<file path="config.mk">
export PLATFORM = sky130hd
export DESIGN_NAME = calc_dec
export DESIGN_NICKNAME = d
export VERILOG_FILES = /design/src/rtl/calc_pkg.sv /design/src/rtl/calc_dec_lut.sv /design/src/rtl/calc_dec.sv
export SDC_FILE = /design/constraint.sdc
export NUM_CORES = 1
export LEC_CHECK = 0
export CAP_MARGIN = 25
export CORE_UTILIZATION = 40
export DETAILED_ROUTE_END_ITERATION = 8
export HOLD_SLACK_MARGIN = 0.08
export PLACE_DENSITY = 0.68
export SLEW_MARGIN = 25
export SYNTH_ARGS = -nofsm -noshare
export SYNTH_HDL_FRONTEND = slang
export SYNTH_SLANG_ARGS = --single-unit
</file>
<file path="constraint.sdc">
create_clock -name clk -period 2.1 [get_ports clk]
set_input_delay 0.21 -clock clk [delete_from_list [all_inputs] [get_ports clk]]
set_output_delay 0.21 -clock clk [all_outputs]
set_load 0.01 [all_outputs]
</file>
<file path="src/rtl/calc_pkg.sv">
// Shared opcode constants and types for the calculator button encoder/decoder pair.
package calc_pkg;

  // 4-bit ALU opcode AL[3:0]
  typedef logic [3:0] opcode_t;

  // One decoded result: illegal flag above the {A,B,C} button triple (A is the MSB)
  typedef struct packed {
    logic       illegal;
    logic [2:0] abc;
  } entry_t;

  // Legal opcodes, named by the button triple that produces them
  localparam opcode_t OP_ABC_000 = 4'h2;
  localparam opcode_t OP_ABC_001 = 4'h0;
  localparam opcode_t OP_ABC_010 = 4'hD;
  localparam opcode_t OP_ABC_011 = 4'h9;
  localparam opcode_t OP_ABC_100 = 4'h6;
  localparam opcode_t OP_ABC_101 = 4'h1;
  localparam opcode_t OP_ABC_110 = 4'h7;
  localparam opcode_t OP_ABC_111 = 4'hA;

endpackage

</file>
<file path="src/rtl/calc_dec_lut.sv">
// Combinational opcode -> {illegal, abc} lookup. Unknown opcodes decode to abc=000 with illegal set.
module calc_dec_lut
  import calc_pkg::*;
(
  input  opcode_t op,
  output entry_t  entry
);

  // Reverse table of the button encoder
  always_comb begin
    entry = '{illegal: 1'b0, abc: 3'b000};
    case (op)
      OP_ABC_000: entry.abc = 3'b000;
      OP_ABC_001: entry.abc = 3'b001;
      OP_ABC_010: entry.abc = 3'b010;
      OP_ABC_011: entry.abc = 3'b011;
      OP_ABC_100: entry.abc = 3'b100;
      OP_ABC_101: entry.abc = 3'b101;
      OP_ABC_110: entry.abc = 3'b110;
      OP_ABC_111: entry.abc = 3'b111;
      default:    entry.illegal = 1'b1;
    endcase
  end

endmodule

</file>
<file path="src/rtl/calc_dec.sv">
// Opcode stream decoder: decodes accepted opcodes into a small output FIFO and
// keeps a saturating count plus a sticky flag of illegal opcodes.
module calc_dec
  import calc_pkg::*;
#(
  parameter int DEPTH = 2,
  parameter int ERR_W = 8
) (
  input  logic             clk,
  input  logic             rst,
  input  logic             in_valid,
  output logic             in_ready,
  input  logic [3:0]       in_op,
  output logic             out_valid,
  input  logic             out_ready,
  output logic [2:0]       out_abc,
  output logic             out_illegal,
  output logic [ERR_W-1:0] err_cnt,
  output logic             err_sticky,
  input  logic             clr_err
);

  localparam int AW    = $clog2(DEPTH);
  localparam int CNT_W = AW + 1;
  localparam logic [CNT_W-1:0] FULL_CNT = CNT_W'(DEPTH);
  localparam logic [ERR_W-1:0] ERR_MAX  = {ERR_W{1'b1}};

  entry_t           wr_entry;
  entry_t           head_entry;
  entry_t           mem_q [DEPTH];
  entry_t           mem_d [DEPTH];
  logic [AW-1:0]    wr_ptr_q, wr_ptr_d;
  logic [AW-1:0]    rd_ptr_q, rd_ptr_d;
  logic [CNT_W-1:0] count_q, count_d;
  logic [ERR_W-1:0] err_cnt_q, err_cnt_d;
  logic             err_sticky_q, err_sticky_d;
  logic             full, empty, push, pop;

  calc_dec_lut u_lut (
    .op    (opcode_t'(in_op)),
    .entry (wr_entry)
  );

  assign full      = (count_q == FULL_CNT);
  assign empty     = (count_q == '0);
  assign in_ready  = !full;
  assign out_valid = !empty;
  // Push is gated on full alone: a pop in the same cycle does not open a slot early
  assign push      = in_valid & in_ready;
  assign pop       = out_valid & out_ready;

  // Head is masked while empty so stale storage never shows on the outputs
  assign head_entry  = empty ? entry_t'('0) : mem_q[rd_ptr_q];
  assign out_abc     = head_entry.abc;
  assign out_illegal = head_entry.illegal;
  assign err_cnt     = err_cnt_q;
  assign err_sticky  = err_sticky_q;

  // FIFO storage next state: write the decoded entry at the tail slot
  always_comb begin
    for (int i = 0; i < DEPTH; i++) begin
      mem_d[i] = mem_q[i];
    end
    if (push) begin
      mem_d[wr_ptr_q] = wr_entry;
    end
  end

  // Pointer and occupancy next state; pointers wrap naturally at DEPTH (power of two)
  always_comb begin
    wr_ptr_d = wr_ptr_q;
    rd_ptr_d = rd_ptr_q;
    count_d  = count_q;
    if (push) begin
      wr_ptr_d = wr_ptr_q + 1'b1;
    end
    if (pop) begin
      rd_ptr_d = rd_ptr_q + 1'b1;
    end
    case ({push, pop})
      2'b10:   count_d = count_q + 1'b1;
      2'b01:   count_d = count_q - 1'b1;
      default: count_d = count_q;
    endcase
  end

  // Error bookkeeping: clear first, so a same-cycle illegal accept lands on a zeroed counter
  always_comb begin
    err_cnt_d    = err_cnt_q;
    err_sticky_d = err_sticky_q;
    if (clr_err) begin
      err_cnt_d    = '0;
      err_sticky_d = 1'b0;
    end
    if (push && wr_entry.illegal) begin
      err_sticky_d = 1'b1;
      if (err_cnt_d != ERR_MAX) begin
        err_cnt_d = err_cnt_d + 1'b1;
      end
    end
  end

  // Storage is not reset; the masked head and zeroed occupancy hide its contents
  always_ff @(posedge clk) begin
    for (int i = 0; i < DEPTH; i++) begin
      mem_q[i] <= mem_d[i];
    end
  end

  // Control state with synchronous reset; reset also discards any input presented alongside it
  always_ff @(posedge clk) begin
    if (rst) begin
      wr_ptr_q     <= '0;
      rd_ptr_q     <= '0;
      count_q      <= '0;
      err_cnt_q    <= '0;
      err_sticky_q <= 1'b0;
    end else begin
      wr_ptr_q     <= wr_ptr_d;
      rd_ptr_q     <= rd_ptr_d;
      count_q      <= count_d;
      err_cnt_q    <= err_cnt_d;
      err_sticky_q <= err_sticky_d;
    end
  end

endmodule

</file>
==> results.md, run 1 <==
- Setup crit end kind: output port
- Num CTS Buffers: 3
- Clock-pin slew on the worst setup and hold paths: 120 ps
- Avg Cell Area, Syn: 9.536 um^2
- Reg2Reg Launch Point: count_q[0]
- Slowest CP cell: clkdlybuf4s50_1
- Multi-input logic area: 504.2 um^2
- Largest family of logic cells by synthesized area: simple AND/OR/NAND/NOR gates
- Sum Neg Setup Slack: 0 ps
- Post-synthesis sequential area ratio: 0.4917
- Share of post-route cells with drive strength above 1: 0.09420
- Register area: 520.5 um^2
- Leak pwr: 0.4755 nW
- FF-to-FF End: count_q[1]
- Worst-margin pin slew: 543.4 ps
- Synth top cells by count: 15 x nor2_1, 14 x dfxtp_1, 9 x a21oi_1
- Max Clk Rate: 563.0 MHz
- Worst skew pair latency: 300 ps
- Post-synthesis mux area share: 0.03783
- Synth cell types: 32
- Post-synthesis async set-or-reset flop share: 0
- Final min period: 1776 ps
- Antenna-violating nets left: 0
- N_diodes: 0
- Nets@finish: 149
- Mapped Area: 1059 um^2
- Count of final max-slew check failures: 0
- Worst R2R Setup Slack: 440 ps
- Max-cap check violation count: 0
- Worst Hold Class: register to register
- DR DRC count: 0
- Gate Count Post-Synth: 111
- FP Rows: 18
- Crit-path cells: nor2_1, buf_4, nor2_1, clkdlybuf4s50_1
- Routed via count: 902
- CP Class: register to output port
- Core Util, Final: 0.5455
- Power Density: 886.2 nW/um^2
- Setup Buffers After CTS: 0
- Slack of the critical path: 323.7 ps
- Synth top area cells: dfxtp_1 26%, edfxtp_1 23%, nor2_1 5.3%
- Fin cells: 168
- Synth Area in Compound Gates: 0.1418
- Syn Nets: 121
- Clock skew: 4.400 ps
- GP Congestion: 0.7480
- Area delta synth->final: 28.84%
- Crit Path Max Fanout: 5
- CP Launch Type: register
- Core Footprint: 2500 um^2
- Die Y: 53.44 um
- Yosys reg bits: 22
- Period utilization: 0.8459
- CP peak stage delay: 530 ps
- Final setup vio count: 0
- DR WL/cell: 12.55 um
- Fill count: 233
- CTS tree: done
- GRT Residual Overflow: 0
- Initial Utilization: 0.4234
- Run status: finished, final reports clean
- Fin. Hold Viols: 0
- Most frequent cell after synthesis: nor2_1
- Root Driver: clkbuf_4
- RSZ-0062 raised after global routing: false
- Reg2reg path depth: 5
- Crit-path most repeated cell: nor2_1
- IO Pins: 24
- Post-synthesis adder-cell area fraction: 0.01182
- Critical path arrival: 1570 ps
- Placed Cells: 164
- Clk buf depth: 2
- CP required: 1890 ps
- XOR/XNOR share of the synthesized area: 0.04137
- EDFF count, synth: 8
- Synth area leader: dfxtp_1
- Avg Vias per Cell: 5.369
- Worst VDD drop: 541.8 uV
- First-pass iteration count of the detailed router: 4
- Min Hold Slack: 492.3 ps
- Chip width: 53.44 um
- Final Routed Wirelength: 2.109 mm
- Max transition margin: 0.6366
- CP Launch Point: count_q[0]
- Port-buffer cells: 23
- Post-synthesis simple-gate area fraction: 0.2435
- Resize count post-CTS: 0
- Worst Setup EP: out_abc[1]
- Synth Warn #: 0
- CTS H-Tree Depth: 1
- Vias in the first global route: 857
- Initial antenna violation count: 0
- Hold buffers post-CTS: 0
- Tot GR Track Use: 0.1745
- Die ar.: 2856 um^2
- Clock Sink Count: 22
- DPL Wire Length: 1.531 mm
- DRT iter0 DRCs: 8
- Post-Place Setup Slack: 54.82 ps
- Largest net degree at the start of global routing: 15
- Synth Flop Type: dfxtp_1
- Top-area cell type share of the netlist area: 0.2648
- First-pass GRT wire length: 3.581 mm
## state kept, by name, indices dropped and copies added, names as in the netlist, named ones only
signal,count
err_sticky,1
wr_ptr_q,1
rd_ptr_q,1
mem_q,8
err_cnt,8
count_q,2
## report_power, final
part / internal [W] / total (W) / switching (W) / leakage [nW]
clock network: 0.0000741 / 0.000198 / 0.000124 / 0.0150
registers: 0.000519 / 0.000568 / 0.0000492 / 0.190
logic: 0.000241 / 0.000443 / 0.000202 / 0.271
## cells in the final DEF (no fill, tap or decap), types with 2 or more instances in the layout
master	count
nor2_1	15
clkdlybuf4s50_1	23
a311oi_1	2
inv_1	2
nor4_1	4
nand2b_1	2
o21ai_0	3
xor2_1	2
and4_2	2
nand2_1	8
clkbuf_4	3
edfxtp_1	8
buf_4	5
xnor2_1	3
a21oi_1	9
a31oi_1	3
and3_1	2
nor3_1	4
nor2b_1	7
dfxtp_1	14
mux2i_1	4
## area by class of cell
type | count | share of cell area
clock buffer | 4 | 0.01927
timing repair buffer | 28 | 0.1963
inverter | 2 | 0.005505
sequential | 22 | 0.3817
tap | 30 | 0.02752
multi-input combinational | 82 | 0.3697
## metrics by stage
stage / cell area [um^2] / total power (W)
floorplan: 1059 / 0.0008338
global placement: 1338 / 0.001014
detailed placement: 1338 / 0.001026
CTS: 1364 / 0.001220
global route: 1364 / 0.001296
finish: 1364 / 0.001209
## logic make-up after synthesis
family                   count (synthesis)
AO/OA/AOI/OAI                           23
XOR/XNOR                                 5
adder cells (fa/ha/maj)                  1
buffers and inverters                    7
flip-flops                              22
multiplexers                             4
AND/OR/NAND/NOR                         49
## worst max-delay path: cells and delay by family, from the launching register on
family                 cells  cell delay, ps
buffers and inverters      2             680
flip-flops                 1             410
AND/OR/NAND/NOR            2             170
## routing by layer
metal	track usage	up-vias	routed length [um]
li1	-	455	-
met1	0.1986	420	942
met2	0.3208	22	1044
met3	0.01724	5	77
met4	0.07895	0	44
met5	0	-	0
## worst min-delay path by stage
stage	startpoint	end	slack (ps)	depth (start not counted)
finish	err_sticky	err_sticky	490	2
global placement	err_sticky	err_sticky	490	2
CTS	err_sticky	err_sticky	500	2
global route	err_sticky	err_sticky	520	2
detailed placement	err_sticky	err_sticky	480	2
floorplan	rst	err_cnt[1]	290	1
Note: power is estimated with default switching activity, not from simulation.
==> run 2, diff against run 1 <==
clock period = 1.8 ns   (was 2.1 ns; I/O delays follow)
==> run 2 against run 1 <==
Via count rose by 3.5%. First-iteration DRC count rose by 100%. Worst setup slack got worse by 190 ps. Combinational power rose by 22%. Global-route usage fell by 1.3 points. Critical path depth fell by 1. Design area rose by 6.1%. Non-clock buffer count rose by 7. Sequential share of layout area fell by 2.1 points. Clock skew rose by 2.3 ps. Critical path type unchanged. Largest cell class unchanged.
==> results.md, run 2 (same netlist as run 1, synthesis figures left out) <==
- Count of final max-slew check failures: 0
- Combinational share of power: 0.341
- Leak pwr: 0.5232 nW
- Share of post-route cells with drive strength above 1: 0.1586
- Tot GR Track Use: 0.1614
- Fin. Hold Viols: 0
- Die ar.: 2856 um^2
- Min Hold Slack: 481.1 ps
- Setup Buffers After CTS: 0
- Clock-pin slew on the worst setup and hold paths: 120 ps
- Vias in the first global route: 821
- Area delta synth->final: 36.64%
- Cell-internal power: 0.001132 W
- Num CTS Buffers: 3
- Hold buffers post-CTS: 0
- Clock power share: 0.238
- CP Launch Type: register
- Fin cells: 175
- Clk buf depth: 2
- Final setup vio count: 0
- Initial antenna violation count: 0
- Placed Cells: 171
- Worst Hold Class: register to register
- Worst skew pair latency: 310 ps
- Reg power frac: 0.422
- Chip width: 53.44 um
- Crit Path Max Fanout: 6
- GP Congestion: 0.8160
- Hold depth: 2
- N_diodes: 0
- CTS tree: done
- Initial Utilization: 0.4234
- DR WL/cell: 11.51 um
- Final min period: 1667 ps
- Power Density: 1095 nW/um^2
- Period utilization: 0.9262
- Reg2reg path depth: 5
- Routed via count: 934
- Max transition margin: 0.7422
- Largest net degree at the start of global routing: 14
- Worst-margin pin slew: 383.7 ps
- Die Y: 53.44 um
- RSZ-0062 raised after global routing: false
- Antenna-violating nets left: 0
- Max Clk Rate: 599.8 MHz
- CP peak stage delay: 530 ps
- Most frequent cells in the layout: 23 x clkdlybuf4s50_1, 14 x nor2_1, 13 x dfxtp_1
- Switching Share: 0.2851
- Worst VDD drop: 757.9 uV
- DRT iter0 DRCs: 16
- CTS H-Tree Depth: 1
- Most common cell after layout, fill and taps aside: clkdlybuf4s50_1
- CP Class: register to output port
- Slowest CP cell: clkdlybuf4s50_1
- Setup crit end kind: output port
- Max-cap check violation count: 0
- CP required: 1620 ps
- First-pass GRT wire length: 3.318 mm
- GRT Residual Overflow: 0
- Core Footprint: 2500 um^2
- Final Routed Wirelength: 2.015 mm
- DPL Wire Length: 1.521 mm
- Run status: finished, final reports clean
- Clock skew: 6.728 ps
- FP Rows: 18
- Critical path arrival: 1490 ps
- Nets@finish: 156
- Crit-path cells: nor2_2, nor2_1, clkdlybuf4s50_1
- DR DRC count: 0
- Clock Sink Count: 22
- Root Driver: clkbuf_4
- First-pass iteration count of the detailed router: 4
- Switch Pwr: 0.0004517 W
- Port-buffer cells: 23
- Avg Vias per Cell: 5.337
- IO Pins: 24
==> run 2: cell count changes in the layout (fill, tap and decap cells not counted) <==
cell / previous run / this run
buf_4: 5 / 12
bufinv_16: 0 / 1
clkbuf_1: 1 / 0
dfxtp_1: 14 / 13
dfxtp_2: 0 / 1
nor2_1: 15 / 14
nor2_2: 0 / 1
==> run 2: area by class of cell <==
class / count / area, um^2
clock buffer: 3 / 22.52
sequential: 22 / 521.8
multi-input combinational: 82 / 506.7
timing repair buffer: 35 / 320.3
tap: 30 / 37.54
fill: 230 / 1054
clock inverter: 1 / 30.03
inverter: 2 / 7.507
==> run 2: path summary, 6_finish.rpt <==
check | from | endpoint | slack, ps
setup reg to reg | count_q[0] | count_q[1] | 170
hold / removal | err_sticky | err_sticky | 480
setup / recovery | count_q[0] | out_abc[0] | 130
hold reg to reg | err_sticky | err_sticky | 480
==> run 2: metrics by stage <==
stage          setup TNS [ps]  worst slack (ps)  area, um^2  power [W]  utilization
2_1_floorplan               0             198.5        1059  0.0009728            -
3_3_place_gp           -401.9            -90.11        1390   0.001206       0.5561
3_5_place_dp           -573.0            -128.5        1390   0.001217       0.5561
4_1_cts                     0             26.43        1443   0.001593       0.5771
5_1_grt                     0             29.14        1446   0.001693       0.5786
6_report                    0             132.9        1446   0.001584       0.5786
==> run 2: power by group through the flow <==
stage | registers (W) | clock network, W | logic (W)
2_1_floorplan | 0.000653 | 0 | 0.000319
3_3_place_gp | 0.000673 | 0 | 0.000533
3_5_place_dp | 0.000677 | 0 | 0.000540
4_1_cts | 0.000664 | 0.000384 | 0.000544
5_1_grt | 0.000677 | 0.000406 | 0.000609
6_report | 0.000668 | 0.000377 | 0.000540
==> run 2: routing by layer <==
metal,wire (um),GRT usage,vias up
li1,-,-,474
met1,969,0.1863,434
met2,946,0.2833,21
met3,81,0.03448,5
met4,18,0.06579,0
met5,0,0,-
==> run 2: what timing repair did <==
action,CTS,global route
gates resized for setup,0,2
setup endpoints to repair,0,6
endpoints found under the hold margin,0,0
==> run 2: critical path: cells and delay by family, from the launching register on <==
| family | cells | cell delay [ps] |
|---|---|---|
| flops | 1 | 430 |
| simple gates | 2 | 220 |
| buf+inv | 1 | 530 |
==> run 3, diff against run 2 <==
--- a/config.mk
+++ b/config.mk
@@ -12,2 +12,3 @@
 export PLACE_DENSITY = 0.68
+export SKIP_CTS_REPAIR_TIMING = 1
 export SLEW_MARGIN = 25
==> constraint.sdc (replaced) <==
create_clock -name clk -period 1.8 [get_ports clk]
set_input_delay 0.36 -clock clk [delete_from_list [all_inputs] [get_ports clk]]
set_output_delay 0.36 -clock clk [all_outputs]
set_load 0.01 [all_outputs]
==> run 3 against run 2 <==
Sequential power rose by 0.6%. Via count rose by 2.4%. First-iteration DRC count fell by 6.3%. Sequential share of layout area fell by 2.0 points. Fmax fell by 0.79%. Largest power group unchanged. Highest routed layer unchanged.
==> results.md, run 3 (same netlist as run 1, synthesis figures left out) <==
- Initial Utilization: 0.4234
- Period utilization: 0.9336
- Worst skew pair latency: 310 ps
- N_diodes: 0
- Worst Hold Class: register to register
- Nets@finish: 163
- Antenna-violating nets left: 0
- DR DRC count: 0
- Most frequent cells in the layout: 17 x buf_4, 15 x nor2_1, 14 x clkdlybuf4s50_1
- Reg power frac: 0.409
- Final min period: 1680 ps
- DPL Wire Length: 1.681 mm
- Area delta synth->final: 46.10%
- Largest net degree at the start of global routing: 14
- Crit Path Max Fanout: 5
- Core Footprint: 2500 um^2
- Max transition margin: 0.7706
- Worst R2R Setup Slack: 160 ps
- WP buf/inv: 1
- CTS tree: done
- Most common cell after layout, fill and taps aside: buf_4
- Tot GR Track Use: 0.1827
- Root Driver: clkbuf_4
- Critical path arrival: 1320 ps
- GP Congestion: 0.7646
- Max Clk Rate: 595.1 MHz
- DRT iter0 DRCs: 15
- DR WL/cell: 12.46 um
- CP Launch Point: err_cnt[3]
- Die Y: 53.44 um
- Clock power share: 0.229
- Leak pwr: 0.6671 nW
- Share of post-route cells with drive strength above 1: 0.2171
- Port-buffer cells: 23
- Final setup vio count: 0
- Crit-path cells: clkdlybuf4s50_1
- First-pass GRT wire length: 3.760 mm
- Post-route cell area: 1546 um^2
- Power Density: 1064 nW/um^2
- FP Rows: 18
- CP peak stage delay: 570 ps
- Worst Hold Launch: err_sticky
- Avg Vias per Cell: 5.253
- Setup crit end kind: output port
- Vias in the first global route: 927
- Combinational share of power: 0.362
- RSZ-0062 raised after global routing: false
- Die ar.: 2856 um^2
- GRT Residual Overflow: 0
- IO Pins: 24
- CP Class: register to output port
- Fill count: 223
- Clock skew: 2.080 ps
- Initial antenna violation count: 0
- Run status: finished, final reports clean
- Cell-internal power: 0.001174 W
- Chip width: 53.44 um
- CP required: 1440 ps
- CTS H-Tree Depth: 1
- Clk buf depth: 2
- Fin. Hold Viols: 0
- Worst-margin pin slew: 343.1 ps
- Reg2Reg Launch Point: count_q[0]
- Switch Pwr: 0.0004717 W
- Routed via count: 956
- Placement Cell Area: 1435 um^2
- Count of final max-slew check failures: 0
- First-pass iteration count of the detailed router: 4
- Clock-pin slew on the worst setup and hold paths: 120 ps
- Final Routed Wirelength: 2.267 mm
- Worst VDD drop: 720.3 uV
- Switching Share: 0.2867
- Max-cap check violation count: 0
- CP Launch Type: register
- Num CTS Buffers: 3
- Clock Sink Count: 22
- Overall Power: 0.001645 W
- Slowest CP cell: clkdlybuf4s50_1
- Top delay family on crit path: buffers and inverters
## run 3: routing by layer
| layer | up-vias | track usage | wire length, um |
|---|---|---|---|
| li1 | 483 | - | - |
| met1 | 447 | 0.2085 | 1003 |
| met2 | 21 | 0.3292 | 1153 |
| met3 | 5 | 0.02874 | 75 |
| met4 | 0 | 0.07895 | 34 |
| met5 | - | 0 | 0 |
## run 3: stage by stage
step / hold WS, ps / worst slack, ps / cells / utilization / TNS [ps]
final: 494.5 / 119.5 / 182 / 0.6186 / 0
after global routing: 517.2 / 53.41 / 182 / 0.6186 / 0
after CTS: 504.9 / -175.9 / 181 / 0.5951 / -825.3
after detailed placement: 472.6 / -365.2 / 177 / 0.5741 / -2561
after global placement: 460.7 / -261.0 / 177 / 0.5741 / -1871
after floorplan: 436.9 / 198.5 / 111 / - / 0
## run 3: path summary, 6_finish.rpt
kind | to | cells after the start
max | err_cnt[3] | 1
max reg2reg | err_cnt[1] | 7
min reg2reg | err_sticky | 2
min | err_sticky | 2
## run 3: area by class of cell
type / count / area, um^2 / area share
multi-input combinational: 82 / 519.2 / 0.3358
tap: 30 / 37.54 / 0.02427
clock inverter: 1 / 30.03 / 0.01942
timing repair buffer: 42 / 402.9 / 0.2605
clock buffer: 3 / 22.52 / 0.01456
sequential: 22 / 526.8 / 0.3406
inverter: 2 / 7.507 / 0.004854
## run 3: power groups by stage
stage / Clock [W] / Combinational (W) / Sequential (W)
5_1_grt: 0.000402 / 0.000662 / 0.000686
3_5_place_dp: 0 / 0.000598 / 0.000677
3_3_place_gp: 0 / 0.000584 / 0.000671
2_1_floorplan: 0 / 0.000319 / 0.000653
6_report: 0.000376 / 0.000596 / 0.000672
4_1_cts: 0.000381 / 0.000603 / 0.000665
